--- config.mk ---
export PLATFORM = sky130hd
export DESIGN_NAME = dmem_arbiter
export DESIGN_NICKNAME = d
export VERILOG_FILES = /design/src/rtl/dmem_arbiter.sv
export SDC_FILE = /design/constraint.sdc
export NUM_CORES = 1
export LEC_CHECK = 0
export ABC_AREA = 1
export CORE_ASPECT_RATIO = 0.9
export CORE_MARGIN = 2
export CORE_UTILIZATION = 30
export CTS_BUF_LIST = sky130_fd_sc_hd__clkbuf_16
export DETAILED_ROUTE_END_ITERATION = 8
export PLACE_DENSITY = 0.68
export SYNTH_ARGS = -nofsm -noshare
export SYNTH_HDL_FRONTEND = slang
export SYNTH_SLANG_ARGS = --single-unit
--- constraint.sdc ---
create_clock -name clock -period 5.33 [get_ports clock]
set_clock_uncertainty 0.05 [all_clocks]
set_input_delay 1.3325 -clock clock [delete_from_list [all_inputs] [get_ports clock]]
set_output_delay 1.3325 -clock clock [all_outputs]
set_load 0.02 [all_outputs]
--- src/rtl/dmem_arbiter.sv ---
// dmem_arbiter: round-robin arbiter sharing one synchronous dmem between processor and loader ports
module dmem_arbiter (
  input  logic        clock,
  input  logic        reset,
  input  logic        p_req,
  input  logic        p_wren,
  input  logic [11:0] p_addr,
  input  logic [31:0] p_wdata,
  output logic        p_gnt,
  output logic        p_rvalid,
  input  logic        d_req,
  input  logic        d_wren,
  input  logic [11:0] d_addr,
  input  logic [31:0] d_wdata,
  output logic        d_gnt,
  output logic        d_rvalid,
  output logic [31:0] rdata,
  output logic [11:0] address_dmem,
  output logic [31:0] data,
  output logic        wren,
  input  logic [31:0] q_dmem,
  output logic [15:0] conflict_cnt
);
  typedef enum logic [1:0] {IDLE, P_ACC, D_ACC} state_t;
  state_t state, state_nxt;
  logic last, win_p, win_d;
  // last = 1 means the loader won most recently, so the processor wins the next tie
  always_comb begin
    win_p = p_req && (!d_req || last);
    win_d = d_req && (!p_req || !last);
    state_nxt = win_p ? P_ACC : win_d ? D_ACC : IDLE;
  end
  always_ff @(posedge clock or posedge reset) begin
    if (reset) begin
      state        <= IDLE;
      last         <= 1'b1;
      address_dmem <= 12'd0;
      data         <= 32'd0;
      wren         <= 1'b0;
      p_rvalid     <= 1'b0;
      d_rvalid     <= 1'b0;
      conflict_cnt <= 16'd0;
    end else begin
      state <= state_nxt;
      if (win_p || win_d) begin
        last         <= win_d;
        address_dmem <= win_p ? p_addr : d_addr;
        data         <= win_p ? p_wdata : d_wdata;
      end
      wren     <= win_p ? p_wren : (win_d && d_wren);
      p_rvalid <= state == P_ACC && !wren;
      d_rvalid <= state == D_ACC && !wren;
      if (p_req && d_req && !(&conflict_cnt)) conflict_cnt <= conflict_cnt + 16'd1;
    end
  end
  assign p_gnt = state == P_ACC;
  assign d_gnt = state == D_ACC;
  assign rdata = q_dmem;
endmodule

==> metrics.md, run 1 <==
| Metric | Value |
|---|---|
| Total GRT Usage | between 15 and 20% |
| Worst path top cell family by delay | buffers and inverters |
| Clock-pin slew on the worst setup and hold paths | 0.05 ns |
| FF-to-FF setup slack | 3.23 ns |
| Dpl hpwl | about 7.3 mm |
| H-tree depth | 3 |
| Min-Delay Path Depth | 1 |
| CP max-delay cell | inv_2 |
| Reg-to-reg startpoint | last |
| DP Area | 4990 um^2 |
| Worst Path Max Fanout | 69 |
| Clock Power Share | a little under two fifths |
| Design internal power | ~1300 uW |
| Crit share post-route | between 60% and 70% |
| Root Driver | clkbuf_16 |
| Detailed-route via count | approximately 3,500 |
| Layout cells sized above 1 | 5.57% |
| Sequential share of the synthesized area | a little under half |
| Max Fclk | 310 MHz |
| Max Transition Viols Final | 0 |
| Sw power | approximately 520 uW |
| Setup Viol. Count Final | 0 |
| Num ports | between 200 and 250 |
| Setup TNS | 0 ns |
| Largest net degree at the start of global routing | 70 |
| Power density over the cells | around 340 nW/um^2 |
| Vias in the first global route | approximately 3,300 |
| Critical path class | input port to register |
| Slew headroom | 29.8% |
| Maximum clock path buffer count | 2 |
| Initial antenna violation count | 0 |
| CP Data Required Time | between 5 and 6 ns |
| CP bufs+invs | 3 |
| Fillers | 1,124 |
| Max-cap violations | 0 |
| CTS Buf Count | 9 |
| Crit-path max cell delay | 0.75 ns |
| Count of different cell masters after synthesis | 27 |
| Sequential Power Share | between 30% and 40% |
| Die height | ~110 um |
| Switching share of power | 29.2% |
| IO buf count | between 150 and 200 |
| Worst flop-to-flop path endpoint | data[26] |
| Final ANT Viol Nets | 0 |
| CP Capture Type | register |
| Drc violations | 0 |
| Length in cells of the worst reg-to-reg path | 6 |
| Cell area after layout | approximately 5300 um^2 |
| DR iter-0 viols | between 150 and 200 |
| Commonest non-fill, non-tap cell in the layout | clkdlybuf4s50_1 |
| Number of hold buffers added after CTS | 0 |
| Register bit total from synthesis | 66 |
| VDD IR max | approximately 0.00014 V |
| Min-delay worst type | register to register |
| First-pass GRT wire length | 16.4 mm |
| RSZ-0062 raised after global routing | false |
| Syn avg cell area | 7.86 um^2 |
| # diodes | 0 |
| Full die area | between 10,000 and 15,000 um^2 |
| Routed WL per cell | 14.1 um |
| Core Rows | 37 |
| Effective utilization at floorplan | roughly 31% |
| Most frequent cells in the layout | clkdlybuf4s50_1 (157), nand2_1 (75), nor2_1 (65), dfrtp_1 (65), nand3_1 (54) |
| Post-CTS Resized | 0 |
| Final Hold Viols | 0 |
| Worst-skew pair later-pin latency | approximately 0.32 ns |
| Hold Crit Start | wren |
| Die width | 119 um |
| Hold slack | between 0.4 and 0.5 ns |
| Synth Cell Area | roughly 3600 um^2 |
| CTS sink count | 66 |
| Worst-Margin Slew | about 1.1 ns |
| Comb pwr share | between 20% and 30% |
| WHS Endpoint | d_rvalid |
| GR Overflow Total | 0 |
| Core area | roughly 11,000 um^2 |
| Post-CTS Setup Bufs | 0 |
| Final core utilization | around 46% |
| Nets | between 600 and 700 |
| Leakage | about 0.0022 uW |
| CP arrival | 3.41 ns |
| TritonCTS clock tree | built |
| First-pass DRT Iterations | 4 |
| Cells after Synth | ~450 |
| Status | completed |
| Critical path launch point type | input port |
| Final min period | around 3.2 ns |
| Routed wire length | a little over 10 mm |
| Ys Warns | 0 |
| GPL Wtd Cong | roughly 0.86 |
| Synth-to-layout area growth | 49.9% |
| Syn_nets | 579 |
| Crit path cell chain | clkdlybuf4s50_1 -> nand2_1 -> o21ai_4 -> inv_2 -> buf_4 -> nor2_1 -> o21ai_0 |
| Vias per cell | roughly 4.8 |
==> worst register-to-register path, delay by kind of cell (launching register included) <==
family | cells | cell delay (ns)
buffers and inverters | 2 | 1.18
flip-flops | 1 | 0.37
AO/OA/AOI/OAI | 2 | 0.24
AND/OR/NAND/NOR | 2 | 0.17
==> how the worst max path moves through the flow <==
stage	cells after the start	end	start
after floorplan	1	address_dmem[0]	reset
after global placement	7	data[27]	p_req
after detailed placement	7	data[28]	p_req
after CTS	7	data[26]	p_req
after global routing	7	data[26]	p_req
final	7	data[26]	p_req
==> power by group through the flow <==
| stage | Clock, uW | Combinational (uW) | Sequential, uW |
|---|---|---|---|
| CTS | 684 | 500 | 635 |
| detailed placement | 0 | 499 | 642 |
| finish | 665 | 495 | 635 |
| floorplan | 0 | 189 | 722 |
| global placement | 0 | 493 | 640 |
| global route | 708 | 535 | 645 |
==> through the flow <==
| step | setup slack (ns) | power (uW) | cells |
|---|---|---|---|
| global route | 1.85 | 1890 | 730 |
| floorplan | 2.29 | 911 | 452 |
| CTS | 2.11 | 1820 | 730 |
| finish | 2.10 | 1790 | 730 |
| detailed placement | 1.78 | 1140 | 714 |
| global placement | 1.88 | 1130 | 714 |
==> kinds of logic after synthesis <==
kind of cell,Yosys count,synth area share (%)
flip-flops,66,46.5
AND/OR/NAND/NOR,208,25.2
XOR/XNOR,6,1.48
buffers and inverters,78,12.8
AO/OA/AOI/OAI,93,13.6
adder cells (fa/ha/maj),1,0.352
==> per-layer routing <==
metal  vias to the layer above  global-route usage, %  share of wire, %  wire [um]
met4                         0                   6.21               1.5        155
met1                      1621                   21.1                44       4490
met3                        15                   3.46               7.0        726
li1                       1694                      -                 -          -
met5                         -                      0                 0          0
met2                       150                   25.6                48       4940
==> Yosys cell counts (all sizes together) <==
library cell | instances | area [um^2]
clkbuf | 4 | 15.0
nor3 | 3 | 15.0
ha | 1 | 12.5
nand2 | 77 | 299
xnor2 | 4 | 35.0
dfrtp | 65 | 1630
nor2 | 69 | 279
a22o | 1 | 8.76
xor2 | 2 | 17.5
buf | 53 | 362
nand4 | 5 | 31.3
nand3 | 54 | 270
dfstp | 1 | 26.3
a21oi | 44 | 220
inv | 21 | 78.8
o21ai | 48 | 255
==> cell type report <==
type | instances | area, um^2 | area share (%)
tap | 156 | 195 | 3.66
inverter | 21 | 78.8 | 1.48
clock inverter | 7 | 109 | 2.04
sequential | 66 | 1650 | 31.0
multi-input combinational | 308 | 1450 | 27.2
clock buffer | 9 | 225 | 4.23
timing repair buffer | 163 | 1610 | 30.3
==> sequential cells by signal, indices dropped and copies added, names as in the netlist <==
register	flops
state	2
last	1
data	32
address_dmem	12
p_rvalid	1
d_rvalid	1
wren	1
conflict_cnt	16
Note: power is estimated with default switching activity, not from simulation.
==> run 2: changes to the inputs <==
Clock period 5.33 ns to 3.2 ns, I/O delays scaled along.
==> metrics.md, run 2 (same netlist as run 1, synthesis figures left out) <==
| Metric | Value |
|---|---|
| Most frequent cells in the layout | clkdlybuf4s50_1 (157), nand2_1 (75), nor2_1 (65), dfrtp_1 (65), nand3_1 (54) |
| Worst-skew pair later-pin latency | around 0.32 ns |
| Final Hold Viols | 0 |
| Max Transition Viols Final | 0 |
| Setup TNS | 0 ns |
| Effective utilization at floorplan | 30.9% |
| Critical path class | register to primary output |
| Commonest non-fill, non-tap cell in the layout | clkdlybuf4s50_1 |
| Max Fclk | ~430 MHz |
| Post-CTS Resized | 0 |
| CP arrival | around 1.5 ns |
| GPL Wtd Cong | between 0.8 and 0.9 |
| Crit-path max cell delay | 0.66 ns |
| Leakage | around 0.0022 uW |
| CTS Buf Count | 9 |
| H-tree depth | 3 |
| Die height | ~110 um |
| Initial antenna violation count | 0 |
| Core Rows | 37 |
| Routed WL per cell | 14.1 um |
| DP Area | slightly above 5000 um^2 |
| Worst Path Max Fanout | 7 |
| Number of hold buffers added after CTS | 0 |
| Drc violations | 0 |
| Crit path cell chain | clkdlybuf4s50_1 |
| # diodes | 0 |
| Sequential Power Share | around a third |
| Clock-pin slew on the worst setup and hold paths | around 0.050 ns |
| Root Driver | clkbuf_16 |
| Vias in the first global route | roughly 3,300 |
| Detailed-route via count | ~3,500 |
| Switching share of power | 29.1% |
| Sw power | 871 uW |
| VDD IR max | between 0.0002 and 0.00025 V |
| FF-to-FF setup slack | about 1.5 ns |
| CP max-delay cell | clkdlybuf4s50_1 |
| Status | completed |
| Worst-Margin Slew | around 0.51 ns |
| Crit share post-route | between 70% and 80% |
| GR Overflow Total | 0 |
| Synth-to-layout area growth | 51.1% |
| IO buf count | between 150 and 200 |
| CP Data Required Time | about 2.4 ns |
| CTS sink count | 66 |
| CP bufs+invs | 1 |
| Post-CTS Setup Bufs | 0 |
| Vias per cell | about 4.8 |
| Layout cells sized above 1 | 5.90% |
| Setup Viol. Count Final | 0 |
| TritonCTS clock tree | built |
| Cell area after layout | around 5400 um^2 |
| Final ANT Viol Nets | 0 |
| Num ports | 223 |
| Top Registers | data: 32 flops, conflict_cnt: 16 flops, address_dmem: 12 flops |
| Worst path top cell family by delay | buffers and inverters |
| Critical path launch point type | register |
| Maximum clock path buffer count | 2 |
| Clock Power Share | 37.0% |
| Power density over the cells | about 560 nW/um^2 |
| Final core utilization | roughly 47% |
| Largest net degree at the start of global routing | 67 |
| Comb pwr share | between 20 and 30% |
| First-pass GRT wire length | roughly 16 mm |
| Fillers | between 1,000 and 1,500 |
| First-pass DRT Iterations | 4 |
| Design internal power | 2120 uW |
| Min-delay worst type | register to register |
| Nets | between 600 and 700 |
| Slew headroom | 66.2% |
| Routed wire length | about 10 mm |
| Core area | 11,500 um^2 |
| Final min period | about 2.3 ns |
| Die width | about 120 um |
| RSZ-0062 raised after global routing | false |
| Dpl hpwl | a little over 7 mm |
| CP Capture Type | primary output |
| Total GRT Usage | roughly 16% |
| Full die area | roughly 13,000 um^2 |
| Number of flip-flops under the largest register name | 32 |
| Max-cap violations | 0 |
| DR iter-0 viols | around 180 |
| Largest register by flop count | data |
run 2: cell count changes in the layout (fill, tap and decap cells not counted):
cell    change
buf_12      +2
run 2: final timing paths:
| check | from | endpoint | depth (start not counted) |
|---|---|---|---|
| max in group asynchronous | reset | last | 3 |
| max | conflict_cnt[10] | conflict_cnt[10] | 1 |
| max reg2reg | conflict_cnt[0] | conflict_cnt[2] | 6 |
| min reg2reg | state[1] | p_rvalid | 1 |
| min | state[1] | p_rvalid | 1 |
| min in group asynchronous | reset | conflict_cnt[11] | 3 |
run 2: per-layer routing:
layer	vias up	track usage, %	wire length (um)
met2	158	26.0	4880
li1	1691	-	-
met3	21	5.64	876
met1	1613	19.2	4400
met4	0	5.78	180
met5	-	0	0
run 2: area by class of cell:
| class | count | area (um^2) | area share, % |
|---|---|---|---|
| well taps | 156 | 195 | 3.64 |
| flip-flops and latches | 66 | 1650 | 30.8 |
| repair buffers | 165 | 1650 | 30.8 |
| clock buffers | 9 | 225 | 4.20 |
| inverters | 21 | 78.8 | 1.47 |
| multi-input cells | 308 | 1450 | 27.0 |
| clock inverters | 7 | 109 | 2.03 |
run 2: power groups by stage:
stage / registers [uW] / logic [uW] / clock network, uW
4_1_cts: 1050 / 844 / 1140
6_report: 1050 / 833 / 1110
3_5_place_dp: 1070 / 839 / 0
5_1_grt: 1070 / 902 / 1190
3_3_place_gp: 1060 / 833 / 0
2_1_floorplan: 1200 / 314 / 0
run 2: per-stage QoR:
step | hold WS [ns] | worst slack [ns] | instances | power [uW]
after floorplan | 0.382 | 0.697 | 452 | 1520
after global placement | 0.397 | 0.763 | 716 | 1890
after detailed placement | 0.398 | 0.687 | 716 | 1910
after CTS | 0.407 | 0.867 | 732 | 3030
after global routing | 0.441 | 0.815 | 732 | 3160
final | 0.406 | 0.886 | 732 | 2990
